--- config.mk ---
export PLATFORM = sky130hd
export DESIGN_NAME = prg_monitor_flat
export DESIGN_NICKNAME = d
export VERILOG_FILES = /design/src/rtl/prg_monitor_if.sv /design/src/rtl/prg_monitor.sv /design/src/flat_wrapper.sv
export SDC_FILE = /design/constraint.sdc
export NUM_CORES = 1
export LEC_CHECK = 0
export ABC_AREA = 1
export CAP_MARGIN = 40
export CORE_ASPECT_RATIO = 1.5
export CORE_UTILIZATION = 50
export CTS_BUF_LIST = sky130_fd_sc_hd__clkbuf_2 sky130_fd_sc_hd__clkbuf_4 sky130_fd_sc_hd__clkbuf_8
export DETAILED_ROUTE_END_ITERATION = 16
export PLACE_DENSITY = 0.79
export SLEW_MARGIN = 20
export SYNTH_ARGS = -nofsm -noshare
export SYNTH_HDL_FRONTEND = slang
export SYNTH_SLANG_ARGS = --single-unit
--- constraint.sdc ---
create_clock -name clock -period 1.63 [get_ports clock]
set_input_delay 0.163 -clock clock [delete_from_list [all_inputs] [get_ports clock]]
set_output_delay 0.163 -clock clock [all_outputs]
set_load 0.02 [all_outputs]
--- src/rtl/prg_monitor_if.sv ---
// ============================================================================
// Module      : prg_monitor_if
// Description : Byte-stream (rx/tx) and memory programming port bundle that
//               connects prg_monitor to the UART blocks and the memory.
// Revision    : 1.0 - initial release
// ============================================================================
`default_nettype none

interface prg_monitor_if;
  // Serial receive side
  logic [7:0] rx_data;
  logic       rx_valid;
  // Serial transmit side
  logic [7:0] tx_data;
  logic       tx_valid;
  logic       tx_ready;
  // Memory programming port
  logic       prg_we;
  logic [7:0] prg_MA;
  logic [7:0] prg_WD;
  logic [7:0] prg_RD;
  // Status
  logic       busy;
  logic       rx_drop;

  // The monitor drives the memory port and the transmit byte
  modport master (
    input  rx_data, rx_valid, tx_ready, prg_RD,
    output tx_data, tx_valid, prg_we, prg_MA, prg_WD, busy, rx_drop
  );

  // The environment (UART blocks + memory) sees the mirror image
  modport slave (
    output rx_data, rx_valid, tx_ready, prg_RD,
    input  tx_data, tx_valid, prg_we, prg_MA, prg_WD, busy, rx_drop
  );
endinterface

`default_nettype wire

--- src/rtl/prg_monitor.sv ---
// ============================================================================
// Module      : prg_monitor
// Description : Command parser driving the memory programming port. Accepts
//               'W' addr data, 'R' addr and 'D' addr len byte commands and
//               returns ACK / read data / dump data / NAK bytes on the tx side.
// Revision    : 1.0 - initial release
// ============================================================================
`default_nettype none

module prg_monitor #(
  parameter int         READ_LATENCY = 1,
  parameter logic [7:0] CMD_WRITE    = 8'h57,
  parameter logic [7:0] CMD_READ     = 8'h52,
  parameter logic [7:0] CMD_DUMP     = 8'h44,
  parameter logic [7:0] ACK_BYTE     = 8'h06,
  parameter logic [7:0] NAK_BYTE     = 8'h15
) (
  input  wire logic     clock,
  input  wire logic     reset_n,
  prg_monitor_if.master bus
);

  // Wide enough to count 0..READ_LATENCY inclusive
  localparam int LAT_W = (READ_LATENCY < 1) ? 1 : $clog2(READ_LATENCY + 1);

  typedef enum logic [2:0] {
    S_IDLE     = 3'd0,
    S_GET_ADDR = 3'd1,
    S_GET_DATA = 3'd2,
    S_GET_LEN  = 3'd3,
    S_WRITE    = 3'd4,
    S_RD_WAIT  = 3'd5,
    S_SEND     = 3'd6
  } state_t;

  state_t           state_q, state_d;
  logic [7:0]       cmd_q, cmd_d;
  logic [7:0]       ma_q, ma_d;
  logic [7:0]       wd_q, wd_d;
  logic             we_q, we_d;
  logic [8:0]       cnt_q, cnt_d;        // remaining dump bytes, 256 needs 9 bits
  logic [LAT_W-1:0] lat_q, lat_d;
  logic             wph_q, wph_d;        // WRITE: 0 = strobe cycle, 1 = reply cycle
  logic [7:0]       tx_data_q, tx_data_d;
  logic             tx_valid_q, tx_valid_d;
  logic             busy_q, busy_d;
  logic             drop_q, drop_d;

  logic             is_cmd;
  logic             busy_now;

  assign is_cmd   = (bus.rx_data == CMD_WRITE) || (bus.rx_data == CMD_READ) ||
                    (bus.rx_data == CMD_DUMP);
  assign busy_now = (state_q == S_WRITE) || (state_q == S_RD_WAIT) ||
                    (state_q == S_SEND);

  // Next-state and registered-output decode
  always_comb begin
    state_d    = state_q;
    cmd_d      = cmd_q;
    ma_d       = ma_q;
    wd_d       = wd_q;
    we_d       = 1'b0;
    cnt_d      = cnt_q;
    lat_d      = lat_q;
    wph_d      = wph_q;
    tx_data_d  = tx_data_q;
    tx_valid_d = tx_valid_q;
    drop_d     = 1'b0;

    case (state_q)
      S_IDLE: begin
        if (bus.rx_valid) begin
          if (is_cmd) begin
            cmd_d   = bus.rx_data;
            state_d = S_GET_ADDR;
          end else begin
            // Unknown opcode: clear cmd so SEND never mistakes this for a dump
            cmd_d      = 8'h00;
            cnt_d      = 9'd0;
            tx_data_d  = NAK_BYTE;
            tx_valid_d = 1'b1;
            state_d    = S_SEND;
          end
        end
      end

      S_GET_ADDR: begin
        if (bus.rx_valid) begin
          ma_d = bus.rx_data;
          if (cmd_q == CMD_WRITE) begin
            state_d = S_GET_DATA;
          end else if (cmd_q == CMD_READ) begin
            cnt_d   = 9'd1;
            lat_d   = '0;
            state_d = S_RD_WAIT;
          end else begin
            state_d = S_GET_LEN;
          end
        end
      end

      S_GET_DATA: begin
        if (bus.rx_valid) begin
          wd_d    = bus.rx_data;
          wph_d   = 1'b0;
          state_d = S_WRITE;
        end
      end

      S_GET_LEN: begin
        if (bus.rx_valid) begin
          cnt_d   = (bus.rx_data == 8'h00) ? 9'd256 : {1'b0, bus.rx_data};
          lat_d   = '0;
          state_d = S_RD_WAIT;
        end
      end

      S_WRITE: begin
        // Two cycles: raise the strobe, then drop it and queue the ACK
        if (!wph_q) begin
          we_d  = 1'b1;
          wph_d = 1'b1;
        end else begin
          tx_data_d  = ACK_BYTE;
          tx_valid_d = 1'b1;
          state_d    = S_SEND;
        end
      end

      S_RD_WAIT: begin
        // Address has been stable since entry; memory data is valid by now
        if (lat_q == LAT_W'(READ_LATENCY)) begin
          tx_data_d  = bus.prg_RD;
          tx_valid_d = 1'b1;
          state_d    = S_SEND;
        end else begin
          lat_d = lat_q + LAT_W'(1);
        end
      end

      S_SEND: begin
        if (tx_valid_q && bus.tx_ready) begin
          tx_valid_d = 1'b0;
          if ((cmd_q == CMD_DUMP) && (cnt_q > 9'd1)) begin
            cnt_d   = cnt_q - 9'd1;
            ma_d    = ma_q + 8'd1;   // natural 8-bit wrap FF -> 00
            lat_d   = '0;
            state_d = S_RD_WAIT;
          end else begin
            state_d = S_IDLE;
          end
        end
      end

      default: state_d = S_IDLE;
    endcase

    // Bytes arriving while working on a command are discarded and flagged
    if (busy_now && bus.rx_valid) begin
      drop_d = 1'b1;
    end

    busy_d = (state_d == S_WRITE) || (state_d == S_RD_WAIT) || (state_d == S_SEND);
  end

  // State and output registers, synchronous active-low reset
  always_ff @(posedge clock) begin
    if (!reset_n) begin
      state_q    <= S_IDLE;
      cmd_q      <= 8'h00;
      ma_q       <= 8'h00;
      wd_q       <= 8'h00;
      we_q       <= 1'b0;
      cnt_q      <= 9'd0;
      lat_q      <= '0;
      wph_q      <= 1'b0;
      tx_data_q  <= 8'h00;
      tx_valid_q <= 1'b0;
      busy_q     <= 1'b0;
      drop_q     <= 1'b0;
    end else begin
      state_q    <= state_d;
      cmd_q      <= cmd_d;
      ma_q       <= ma_d;
      wd_q       <= wd_d;
      we_q       <= we_d;
      cnt_q      <= cnt_d;
      lat_q      <= lat_d;
      wph_q      <= wph_d;
      tx_data_q  <= tx_data_d;
      tx_valid_q <= tx_valid_d;
      busy_q     <= busy_d;
      drop_q     <= drop_d;
    end
  end

  assign bus.tx_data  = tx_data_q;
  assign bus.tx_valid = tx_valid_q;
  assign bus.prg_we   = we_q;
  assign bus.prg_MA   = ma_q;
  assign bus.prg_WD   = wd_q;
  assign bus.busy     = busy_q;
  assign bus.rx_drop  = drop_q;

endmodule

`default_nettype wire
--- src/flat_wrapper.sv ---
// flat-port wrapper written by rule: the top's interface ports become plain ports
module prg_monitor_flat 
#(
  parameter int         READ_LATENCY = 1,
  parameter logic [7:0] CMD_WRITE    = 8'h57,
  parameter logic [7:0] CMD_READ     = 8'h52,
  parameter logic [7:0] CMD_DUMP     = 8'h44,
  parameter logic [7:0] ACK_BYTE     = 8'h06,
  parameter logic [7:0] NAK_BYTE     = 8'h15
)
  (clock, reset_n, bus_rx_data, bus_rx_valid, bus_tx_ready, bus_prg_RD, bus_tx_data, bus_tx_valid, bus_prg_we, bus_prg_MA, bus_prg_WD, bus_busy, bus_rx_drop);
  prg_monitor_if bus_i ();
  input  wire logic clock;
  input  wire logic reset_n;
  input wire logic [$bits(bus_i.rx_data)-1:0] bus_rx_data;
  input wire logic [$bits(bus_i.rx_valid)-1:0] bus_rx_valid;
  input wire logic [$bits(bus_i.tx_ready)-1:0] bus_tx_ready;
  input wire logic [$bits(bus_i.prg_RD)-1:0] bus_prg_RD;
  output wire logic [$bits(bus_i.tx_data)-1:0] bus_tx_data;
  output wire logic [$bits(bus_i.tx_valid)-1:0] bus_tx_valid;
  output wire logic [$bits(bus_i.prg_we)-1:0] bus_prg_we;
  output wire logic [$bits(bus_i.prg_MA)-1:0] bus_prg_MA;
  output wire logic [$bits(bus_i.prg_WD)-1:0] bus_prg_WD;
  output wire logic [$bits(bus_i.busy)-1:0] bus_busy;
  output wire logic [$bits(bus_i.rx_drop)-1:0] bus_rx_drop;
  assign bus_i.rx_data = bus_rx_data;
  assign bus_i.rx_valid = bus_rx_valid;
  assign bus_i.tx_ready = bus_tx_ready;
  assign bus_i.prg_RD = bus_prg_RD;
  assign bus_tx_data = bus_i.tx_data;
  assign bus_tx_valid = bus_i.tx_valid;
  assign bus_prg_we = bus_i.prg_we;
  assign bus_prg_MA = bus_i.prg_MA;
  assign bus_prg_WD = bus_i.prg_WD;
  assign bus_busy = bus_i.busy;
  assign bus_rx_drop = bus_i.rx_drop;
  prg_monitor #(.READ_LATENCY(READ_LATENCY), .CMD_WRITE(CMD_WRITE), .CMD_READ(CMD_READ), .CMD_DUMP(CMD_DUMP), .ACK_BYTE(ACK_BYTE), .NAK_BYTE(NAK_BYTE)) u_core (.clock(clock), .reset_n(reset_n), .bus(bus_i));
endmodule
; Yosys cells after proc, flatten, opt, wreduce, memory -nomap -nowiden
; Cells that the tools add are included.
[totals]
in_bits = 20
out_inout_bits = 28
wordCells = 117
regBits = 50
[op_classes]
n_addsub = 3
reduce_logical = 26
n_eq_ne = 26
mux = 49
order_cmp = 1
[ops]
columns = cell, n
row1 = 9-bit 2-to-1 mux, 9
row2 = 8-bit 2-to-1 mux, 8
row3 = 8-bit by 7-bit equality test with 1-bit output (second input constant), 6
row4 = 9-bit case mux with 4 select lines, 1
row5 = 3-bit 2-to-1 mux, 11
row6 = 8-bit case mux with 3 select lines, 1
row7 = 3-bit case mux with 7 select lines, 1
row8 = 3-bit equality test (second input constant), 6
row9 = 2-bit inequality test (second input constant), 8
row10 = 8-bit case mux with 2 select lines, 1
row11 = 1-bit 2-to-1 mux, 14
row12 = 4-bit nonzero test, 3
row13 = 9-bit by 1-bit greater-than comparator with 1-bit output (second input constant), 1
row14 = 9-bit AND reduction, 1
row15 = 9-bit by 1-bit subtractor with 9-bit output (second input constant), 1
row16 = 8-bit by 1-bit adder with 8-bit output (second input constant), 1
row17 = 8-bit zero test, 1
row18 = 1-bit case mux with 4 select lines, 2
row19 = 2-bit AND reduction, 4
row20 = 7-bit AND reduction, 1
row21 = 3-bit by 2-bit equality test with 1-bit output (second input constant), 2
row22 = 1-bit logical OR, 6
row23 = 2-bit by 1-bit inequality test with 1-bit output (second input constant), 3
row24 = 6-bit AND reduction, 1
row25 = other kinds (9), 12

; Longest topological paths before layout
; Gate-level depths: netlist of the first run.
[logic_depth]
depth_word = 9
mapped_depth = 14
ltp_nobuf = 12

; Worst setup path before layout of the first run
; Ideal clock, no wire load.
[synth_timing]
path_kind = flip-flop to flip-flop
start = reg u_core.cnt_q[1]
end = reg u_core.ma_q[7], in the netlist u_core.bus.prg_MA[7]
path_buffers = 0
t_required_ns = 1.517
stages_incl_launch_ff = 11
synth_period_minus_slack_ns = 1.574
arrival_ns = 1.461
setup_ns = 0.113
path_slack_ns = 0.056
path_cell_list = dfxtp_1 -> inv_1 -> ha_1 -> nand2_1 -> nor2_1 -> nand2_1 -> nand3_1 -> o21ai_2 -> nand2_2 -> nor2_1 -> nor2_1
[synth_via]
elab_chain_len = 4
[synth_lines]
columns = item, line_no
row1 = start: declaration, prg_monitor.sv:41  ; logic [8:0] cnt_q, cnt_d;
row2 = start signal: assignment, prg_monitor.sv:188  ; cnt_q <= cnt_d;
row3 = 9-bit by 1-bit greater-than comparator with 1-bit output, prg_monitor.sv:145  ; if ((cmd_q == CMD_DUMP) && (cnt_q > 9'd1)) begin
row4 = 1-bit logical AND, prg_monitor.sv:145
row5 = 2-bit inequality test (no source line), -
row6 = 4-bit AND reduction (no source line), -
row7 = end signal: assignment, prg_monitor.sv:185  ; ma_q <= ma_d;
row8 = end: declaration, prg_monitor.sv:38  ; logic [7:0] ma_q, ma_d;
; Every way passes these cells.
; A chain may end at the register's enable or synchronous reset.

; Final worst setup path of the first run
[layout_timing]
start = reg u_core.state_q[1]
end = reg u_core.cnt_q[8]
[layout_via]
elab_chain_len = 3
word_cells_on_any_way = 15
classes_between = eq/ne (11) / mux (1) / reduce/logical (3)
[layout_lines]
columns = item, line_no
row1 = start: declaration, prg_monitor.sv:36  ; state_t state_q, state_d;
row2 = start signal: assignment, prg_monitor.sv:183  ; state_q <= state_d;
row3 = "3-bit by 1-bit equality test with 1-bit output, or another cell as far along", prg_monitor.sv:71  ; case (state_q)
row4 = "4-bit nonzero test (no source line), or another cell as far along", -
row5 = 9-bit AND reduction (no source line), -
; Several ways; a longest one is shown, not always the timed one.

==> metrics.cfg, run 1 <==
[synth]
yosysTopAreaCellShare=0.3548
syn_area_per_cell_um2=6.242
syn_inst=452
ys_ff_latch=50
yosysUniqueCellTypes=32
yosysWarnings=0
yosysTopAreaCell=dfxtp_1
syn_area_um2=2821
synth_fp_nets=475
ys_seq_area_frac=0.3548
yosys-top-cells-area=dfxtp_1 (35%), nand2_1 (15%), nor2_1 (11%)

[setup_path]
path_max_fanout=7
endpoint_kind=flop
timing.critical_path.from=u_core.state_q[1]$_SDFF_PN0_
worstPathArrival_ns=1.85
critPathRequiredTime_ns=1.84
start_kind=flop
worstSetupPathType=reg -> reg
timing.rr.start=u_core.state_q[1]$_SDFF_PN0_

[worst_hold_path]
hp-class=in -> reg
hp-start=bus_rx_data[0]

[timing]
setup-tns-final_ns=-0.01575
fin_skew_ns=0.004276
fin_hold_ws_ns=0.2587
fmaxAchievable_mhz=610.7
rsz0062_at_grt=yes
fin_crit_sh=1.005
worstMarginPinSlew_ns=0.2821
post-route-min-period_ns=1.637
slew_violations=0
setup_viol=3
fin_ws_ns=-0.007452
final_hold_viol_count=0
max-slew-margin-rel=0.8114

[place]
place_area_um2=3694
hpwlAfterDp_mm=5.977
numPortBuffers=47
place_congestion=0.9228

[pwr]
cellPowerDensity_nw_per_um2=1480
power_mw=5.907
max-vdd-ir-drop_mv=0.8617
p_leak_nw=1.884

[floorplanning]
coreArea_um2=5450
fp.dieH_um=94
dieArea_um2=5953
start_util=0.5177
io_pins=48
die_w_um=63.34
rows=33

[clock_network]
cts_hold_buf=0
ctsHtreeMaxLevel=2
cts_tree=yes
ctsRootBufferMaster=clkbuf_8
cts_buffers=5
worstSkewPairLatency_ns=0.31
cts_buffer_depth=2
numClockSinks=50
clk_pin_slew_worst_paths_ns=0.09

[status]
violations=negative setup slack
outcome=finished with violations

[drt]
vias_per_cell=5.140
drt_first_pass_iters=4
remaining_drc_errors=0
drt-initial-drc-count=152
ant_nets=0
wl_per_cell_um=13.25
routed_wl_mm=8.256
vias=3202

[cells_and_area]
fin_nets=575
fin_area_um2=3991
area_delta_synth_final_pct=41.46
final_cell_mix=nand2_1 (104), nor2_1 (76), inv_1 (56)
drive_gt1_frac=0.1971
fin_util=0.7323
n_antenna_cell=0
fillers=449
final_common_cell=nand2_1

[grt]
track_usage=0.2737
grt_pass1_wl_mm=12.84
grt_pass1_vias=3064
antenna_found_initial=0
grt_overflow=0
grt_max_degree=28

[flow_run]
maxCapViolations=0

## repair_timing
item / CTS / global route
gates resized for setup: 7 / 38
cloned: 1 / 0
setup endpoints to repair: 20 / 31
setup buffers: 1 / 6
pin swaps: 3 / 12
## worst paths after layout
check | to | slack (ns) | cells after the start
worst min register to register | u_core.bus.tx_data[0]$_SDFFE_PN0P_ | 0.45 | 2
worst max-delay path | u_core.cnt_q[8]$_SDFFE_PN0P_ | -0.007 | 12
worst min-delay path | u_core.cmd_q[0]$_SDFFE_PN0P_ | 0.26 | 3
worst max register to register | u_core.cnt_q[8]$_SDFFE_PN0P_ | -0.007 | 12
## registers in the layout, indices dropped and copies added (netlist names), 3 cells and up
register and count:
u_core.bus.tx_data 8, u_core.bus.prg_WD 8, u_core.bus.prg_MA 8, u_core.cmd_q 8
u_core.cnt_q 9, u_core.state_q 3
## through the flow
stage | cells | setup WS [ns]
floorplan | 452 | 0.05620
global placement | 607 | -0.3585
detailed placement | 607 | -0.3951
CTS | 617 | 0.001824
global route | 623 | -0.1078
finish | 623 | -0.007452
## cells by family (layout without fill, tap and decap cells)
| family | count (synthesis) | in the layout | share of synthesized area |
|---|---|---|---|
| DFF | 50 | 50 | 0.3548 |
| AOI/OAI and AO/OA | 74 | 74 | 0.1428 |
| buffers and inverters | 73 | 173 | 0.1047 |
| adders and majority gates | 3 | 3 | 0.01331 |
| and+or+nand+nor | 250 | 251 | 0.3783 |
| xor gates and xnor gates | 2 | 2 | 0.006210 |
## power breakdown
part | switching (mW) | total (mW) | internal (mW)
registers | 0.258 | 1.81 | 1.55
clock network | 0.433 | 0.775 | 0.342
logic | 1.92 | 3.32 | 1.40
## area by class of cell
type                       instances  area (um^2)  area share
timing repair buffer             102        934.6      0.2342
tap                               70        87.58     0.02194
multi-input combinational        330         1620      0.4060
clock inverter                     2        12.51    0.003135
clock buffer                       6        82.58     0.02069
inverter                          63        236.5     0.05925
sequential                        50         1017      0.2549
## worst max-delay path, cell delays in order, from the launching register on
cell     delay, ns
dfxtp_4       0.41
buf_6         0.11
nand2_2       0.05
nor2_4        0.12
inv_2         0.04
nand2_1       0.07
inv_1         0.06
nand2_2       0.06
nand3_2       0.08
nor2_4        0.23
nand2_4       0.12
nor2_1        0.12
nor2_1        0.05
## cells in the mapped netlist
cell	number
ha_1	3
nand4_1	3
dfxtp_1	50
nand3_2	1
nor2_1	84
nand2_1	110
nand2_4	2
nor2_2	2
clkinv_1	1
inv_2	4
o21ai_2	1
xnor2_1	1
nor2_4	2
nand3b_1	5
buf_2	2
a21oi_4	1
o22ai_1	1
a21oi_1	34
o21ai_1	1
buf_6	2
nand3_1	28
inv_1	58
xor2_1	1
nor3_2	1
o211ai_1	3
nand2_2	4
a21oi_2	1
o21ai_0	30
a211oi_1	2
buf_4	1
clkbuf_1	5
nor3_1	8
## layer usage
layer / GRT usage / up-vias / part of all wire
met1: 0.2828 / 1453 / 0.38
met3: 0.03277 / 27 / 0.045
met2: 0.5151 / 96 / 0.53
met4: 0.1648 / 0 / 0.040
met5: 0 / - / 0
li1: - / 1626 / -
Power figures use the tool's default switching activity.
==> run 2: changes to the inputs <==
Settings changed: ABC_CLOCK_PERIOD_IN_PS set to 1630, PLACE_DENSITY 0.79 to 0.87.
==> run 2 against run 1 <==
  * The run now ends clean
  * First-iteration DRC count up 14%
  * Setup slack better by 0.026 ns
  * Via count up 0.66%
  * Critical path depth up 1
  * Largest cell class unchanged
==> metrics.cfg, run 2 (synthesis gave the netlist of run 1 again) <==
[status]
outcome=complete, no violations

[floorplanning]
start_util=0.5177
coreArea_um2=5450
dieArea_um2=5953
io_pins=48
die_w_um=63.34
rows=33
fp.dieH_um=94

[setup_path]
critPathRequiredTime_ns=1.87
endpoint_kind=flop
start_kind=flop
timing.critical_path.from=u_core.state_q[1]$_SDFF_PN0_
worstPathArrival_ns=1.85
worstRegToRegCells=13
crit_family=simple AND/OR/NAND/NOR gates
timing.rr.start=u_core.state_q[1]$_SDFF_PN0_
regToRegSetupSlack_ns=0.02
max_stage_delay_ns=0.37
worstSetupPathType=reg -> reg
slowest_stage=dfxtp_2
r2r_end=u_core.cnt_q[2]$_SDFFE_PN0P_
critPathCapture=u_core.cnt_q[2]$_SDFFE_PN0P_
crit_cells=13
path_max_fanout=7
path_cells=buf_6 -> nand2_4 -> nor2_4 -> inv_2 -> nand2_2 -> inv_1 -> nand2_2 -> nand3_2 -> nor2_4 -> nand2_4 -> inv_2 -> nor2_1 -> nor2_1
critPathBufInv=4

[drt]
vias=3223
drt_first_pass_iters=4
routed_wl_mm=7.955
remaining_drc_errors=0
ant_nets=0
wl_per_cell_um=12.89
drt-initial-drc-count=173
vias_per_cell=5.224

[pwr]
power_switching_mw=2.578
max-vdd-ir-drop_mv=0.8481
swShare=0.4464
power_frac_seq=0.308
p_leak_nw=1.867
cellPowerDensity_nw_per_um2=1452
p_int_mw=3.196
clkPwrFrac=0.120
p_comb_frac=0.572
power_mw=5.774

[timing]
post-route-min-period_ns=1.612
fin_ws_ns=0.01829
final_hold_viol_count=0
rsz0062_at_grt=yes
fin_skew_ns=0.008551
slew_violations=0
setup_viol=0
max-slew-margin-rel=0.8331
fmaxAchievable_mhz=620.5
fin_crit_sh=0.9888
worstMarginPinSlew_ns=0.2478

[clock_network]
ctsRootBufferMaster=clkbuf_8
clk_pin_slew_worst_paths_ns=0.09
ctsHtreeMaxLevel=2
worstSkewPairLatency_ns=0.30
cts_tree=yes
cts_buffer_depth=2
cts_buffers=5
cts_hold_buf=0
numClockSinks=50

[grt]
track_usage=0.2738
grt_max_degree=28
grt_pass1_wl_mm=12.94
antenna_found_initial=0
grt_overflow=0
grt_pass1_vias=3086

[cells_and_area]
seq_area_um2=1015
final_common_cell=nand2_1
drive_gt1_frac=0.2011
fillers=425
final_cell_mix=nand2_1 (100), nor2_1 (75), inv_1 (54)
largest_register_ffs=9
area_delta_synth_final_pct=40.89
n_antenna_cell=0
top_register=u_core.cnt_q
fin_nets=570
multi_input_area_um2=1662

[place]
numPortBuffers=47
place_congestion=0.8931
post-place-ws_ns=-0.2492
hpwlAfterDp_mm=5.903

[flow_run]
maxCapViolations=0

[worst_hold_path]
hp-class=in -> reg

## run 2: worst min-delay path by stage
stage,cells past startpoint,startpoint,endpoint
3_5_place_dp,2,u_core.bus.tx_data[1]$_SDFFE_PN0P_,u_core.bus.tx_data[1]$_SDFFE_PN0P_
4_1_cts,3,bus_prg_RD[3],u_core.bus.tx_data[3]$_SDFFE_PN0P_
5_1_grt,4,bus_rx_data[0],u_core.bus.prg_WD[0]$_SDFFE_PN0P_
6_report,4,bus_rx_data[0],u_core.bus.prg_WD[0]$_SDFFE_PN0P_
3_3_place_gp,2,u_core.bus.tx_data[1]$_SDFFE_PN0P_,u_core.bus.tx_data[1]$_SDFFE_PN0P_
2_1_floorplan,2,bus_rx_data[2],u_core.bus.prg_WD[2]$_SDFFE_PN0P_
## run 2: what timing repair did
action                                  CTS  global route
pin swaps                                 3            13
buffers inserted                          0             4
endpoints found under the setup margin   18            30
resized for setup                        11            41
cloned                                    1             0
## run 2: layer usage
metal / GRT usage / routed length (um)
met1: 0.2773 / 2934
met2: 0.5213 / 4291
met3: 0.03155 / 338
met4: 0.1686 / 390
met5: 0 / 0
## run 2: power groups by stage
| stage | Clock, mW | Sequential [mW] | Combinational [mW] |
|---|---|---|---|
| floorplan | 0 | 1.93 | 1.72 |
| finish | 0.693 | 1.78 | 3.30 |
| detailed placement | 0 | 1.76 | 2.94 |
| global placement | 0 | 1.75 | 2.88 |
| CTS | 0.699 | 1.73 | 3.03 |
| global route | 0.742 | 1.81 | 3.66 |
## run 2: area by class of cell
type                       count  share of cell area
clock inverter                 2            0.002518
multi-input combinational    330              0.4180
sequential                    50              0.2553
timing repair buffer          97              0.2254
clock buffer                   5             0.01731
inverter                      63             0.05949
tap                           70             0.02203
## run 2: worst register-to-register path, delay by kind of cell, from the launching register on
family                 cells  cell delay (ns)
and+or+nand+nor            9             0.86
buffers and inverters      4             0.33
DFF                        1             0.37
## run 2: stage by stage
stage	cells	hold slack [ns]	TNS (ns)	utilization	instance area, um^2
after floorplan	452	0.2979	0	-	2821
after global placement	605	0.4318	-2.899	0.6772	3691
after detailed placement	605	0.4387	-4.304	0.6772	3691
after CTS	613	0.4355	0	0.7009	3820
after global routing	617	0.3730	-0.9105	0.7293	3975
final	617	0.3526	0	0.7293	3975
==> run 3: changes to the inputs <==
Settings changed: ABC_AREA 1 to not set, CORE_UTILIZATION 50 to 49, PLACE_DENSITY 0.87 to 0.86.
==> run 3 against run 2 <==
  * The flow now finishes with violations (negative setup slack)
  * Critical path depth decreased by 7
  * Clock-buffer cell count up 1
  * Combinational power fell by 60%
  * First-iteration DRC count grew 9.2%
  * Worst hold slack improved by 0.079 ns
  * Wire length is 4.2% higher
  * Maximum frequency is 19% lower
  * Critical path type unchanged
  * Via count decreased by 8.4%
  * Critical endpoint is now u_core.cnt_q[3]$_SDFFE_PN0P_
==> metrics.cfg, run 3 <==
[pwr]
p_comb_frac=0.386
max-vdd-ir-drop_mv=0.7981
p_int_mw=2.252
p_leak_nw=1.445
swShare=0.3420
power_switching_mw=1.171
clkPwrFrac=0.209
power_frac_seq=0.405
cellPowerDensity_nw_per_um2=893.7

[timing]
setup-tns-final_ns=-5.399
fmaxAchievable_mhz=505.3
fin_skew_ns=0.006730
fin_ws_ns=-0.3490
max-slew-margin-rel=0.7481
slew_violations=0
post-route-min-period_ns=1.979
fin_crit_sh=1.214
setup_viol=23
rsz0062_at_grt=yes
worstMarginPinSlew_ns=0.3749
final_hold_viol_count=0

[drt]
drt_first_pass_iters=5
vias=2952
vias_per_cell=6.049
ant_nets=0
remaining_drc_errors=0
wl_per_cell_um=16.99
routed_wl_mm=8.290
drt-initial-drc-count=189

[worst_hold_path]
hp-start=bus_prg_RD[2]
hp-class=in -> reg

[place]
numPortBuffers=47
hpwlAfterDp_mm=5.891
place_congestion=1.011
place_area_um2=3618
dp.cells=480
post-place-ws_ns=-0.4764

[synth]
synth_most_common_cell=dfxtp_1
ys_ff_latch=50
ys.flop_type=dfxtp_1
ys_top_cells_by_count=dfxtp_1 (50), nand2_1 (43), a21oi_1 (29)
syn_inst=325
syn_area_per_cell_um2=8.115
synth_fp_nets=348
yosysTopAreaCell=dfxtp_1
async_flop_share=0
yosys-top-cells-area=dfxtp_1 (38%), nand2_1 (6.1%), a21oi_1 (5.5%)
yosysTopAreaCellShare=0.3795
yosysWarnings=0
synth_edf_count=0
syn_area_um2=2638
ys_seq_area_frac=0.3795
yosysUniqueCellTypes=59

[cells_and_area]
fin_util=0.7415
n_antenna_cell=0
largest_register_ffs=9
fin_area_um2=3830
final_cell_mix=buf_4 (60), dfxtp_1 (49), clkdlybuf4s50_1 (43)
fillers=354
final_common_cell=buf_4
top_register=u_core.cnt_q
area_delta_synth_final_pct=45.21
multi_input_area_um2=1628
drive_gt1_frac=0.2476
fin_nets=443
seq_area_um2=1002
stdcell_count=488

[clock_network]
cts_tree=yes
cts_buffer_depth=2
ctsHtreeMaxLevel=2
clk_pin_slew_worst_paths_ns=0.09
worstSkewPairLatency_ns=0.30
numClockSinks=50
cts_hold_buf=0
cts_buffers=5
ctsRootBufferMaster=clkbuf_8

[setup_path]
timing.critical_path.from=u_core.cmd_q[3]$_SDFFE_PN0P_
timing.rr.start=u_core.cmd_q[3]$_SDFFE_PN0P_
path_max_fanout=5
slowest_stage=or4b_4
endpoint_kind=flop
critPathRequiredTime_ns=1.85
path_cells=or4b_4 -> nor4_4 -> o221ai_2 -> or2_4 -> buf_6 -> o31ai_1
crit_family=simple AND/OR/NAND/NOR gates
worstPathArrival_ns=2.20
critPathBufInv=1
start_kind=flop
max_stage_delay_ns=0.57
worstSetupPathType=reg -> reg

[grt]
grt_max_degree=33
antenna_found_initial=0
grt_pass1_vias=2905
grt_overflow=0
grt_pass1_wl_mm=13.48
track_usage=0.3136

[flow_run]
maxCapViolations=0

[floorplanning]
io_pins=48
die_w_um=61.91
dieArea_um2=5686
rows=32
fp.dieH_um=91.86
coreArea_um2=5165
start_util=0.5107

[status]
violations=negative setup slack
outcome=finished with violations

## run 3: cell types whose count changed after synthesis, sizes merged, moves of 8 or more
cell	change
inv	-52
mux2i	+8
o21ai	-20
nand3	-21
clkbuf	+12
nor2	-65
nand2	-73
## run 3: per-layer routing
layer,up-vias,part of all wire,GRT usage
met2,140,0.52,0.5323
met4,0,0.044,0.1463
met5,-,0,0
li1,1371,-,-
met3,43,0.064,0.05501
met1,1398,0.37,0.3652
## run 3: cells by family (layout without fill, tap and decap cells)
kind of cell / after synthesis / after routing / share of synthesized area
AOI/OAI and AO/OA: 93 / 93 / 0.2415
xor gates and xnor gates: 2 / 2 / 0.006643
adders and majority gates: 3 / 3 / 0.01423
buffers and inverters: 35 / 130 / 0.05502
DFF: 50 / 50 / 0.3795
muxes: 8 / 8 / 0.03036
and+or+nand+nor: 134 / 134 / 0.2728
## run 3: tightest hold or removal path: stages
cell and delay (ns):
clkdlybuf4s50_1 0.40, inv_1 0.06, a221oi_1 0.06
## run 3: layout make-up
| type | count | area share |
|---|---|---|
| timing repair buffer | 112 | 0.2584 |
| clock inverter | 1 | 0.001960 |
| inverter | 11 | 0.01078 |
| sequential | 50 | 0.2617 |
| clock buffer | 6 | 0.01993 |
| multi-input combinational | 240 | 0.4250 |
| tap | 68 | 0.02221 |
## run 3: path summary, 6_finish.rpt
kind | cells past startpoint | to | slack, ns
max | 6 | u_core.cnt_q[3]$_SDFFE_PN0P_ | -0.35
min | 3 | u_core.bus.tx_data[2]$_SDFFE_PN0P_ | 0.43
max reg2reg | 6 | u_core.cnt_q[3]$_SDFFE_PN0P_ | -0.35
min reg2reg | 2 | u_core.bus.tx_data[4]$_SDFFE_PN0P_ | 0.46
## run 3: repair_timing
| item | in CTS | in global routing |
|---|---|---|
| setup buffers | 1 | 1 |
| pin swaps | 7 | 2 |
| gates resized for setup | 22 | 10 |
| gates cloned | 0 | 1 |
| setup endpoints to repair | 31 | 38 |
## run 3: stage by stage
step / total power [mW] / hold slack, ns
after floorplan: 2.048 / 0.2990
after global placement: 2.573 / 0.4410
after detailed placement: 2.606 / 0.4474
after CTS: 3.370 / 0.4262
after global routing: 3.584 / 0.4502
final: 3.423 / 0.4312
## run 3: power groups by stage
stage / Combinational [mW] / Clock [mW] / Sequential, mW
after floorplan: 0.593 / 0 / 1.45
after global placement: 1.17 / 0 / 1.40
after detailed placement: 1.20 / 0 / 1.41
after CTS: 1.26 / 0.727 / 1.38
after global routing: 1.42 / 0.766 / 1.40
final: 1.32 / 0.714 / 1.39
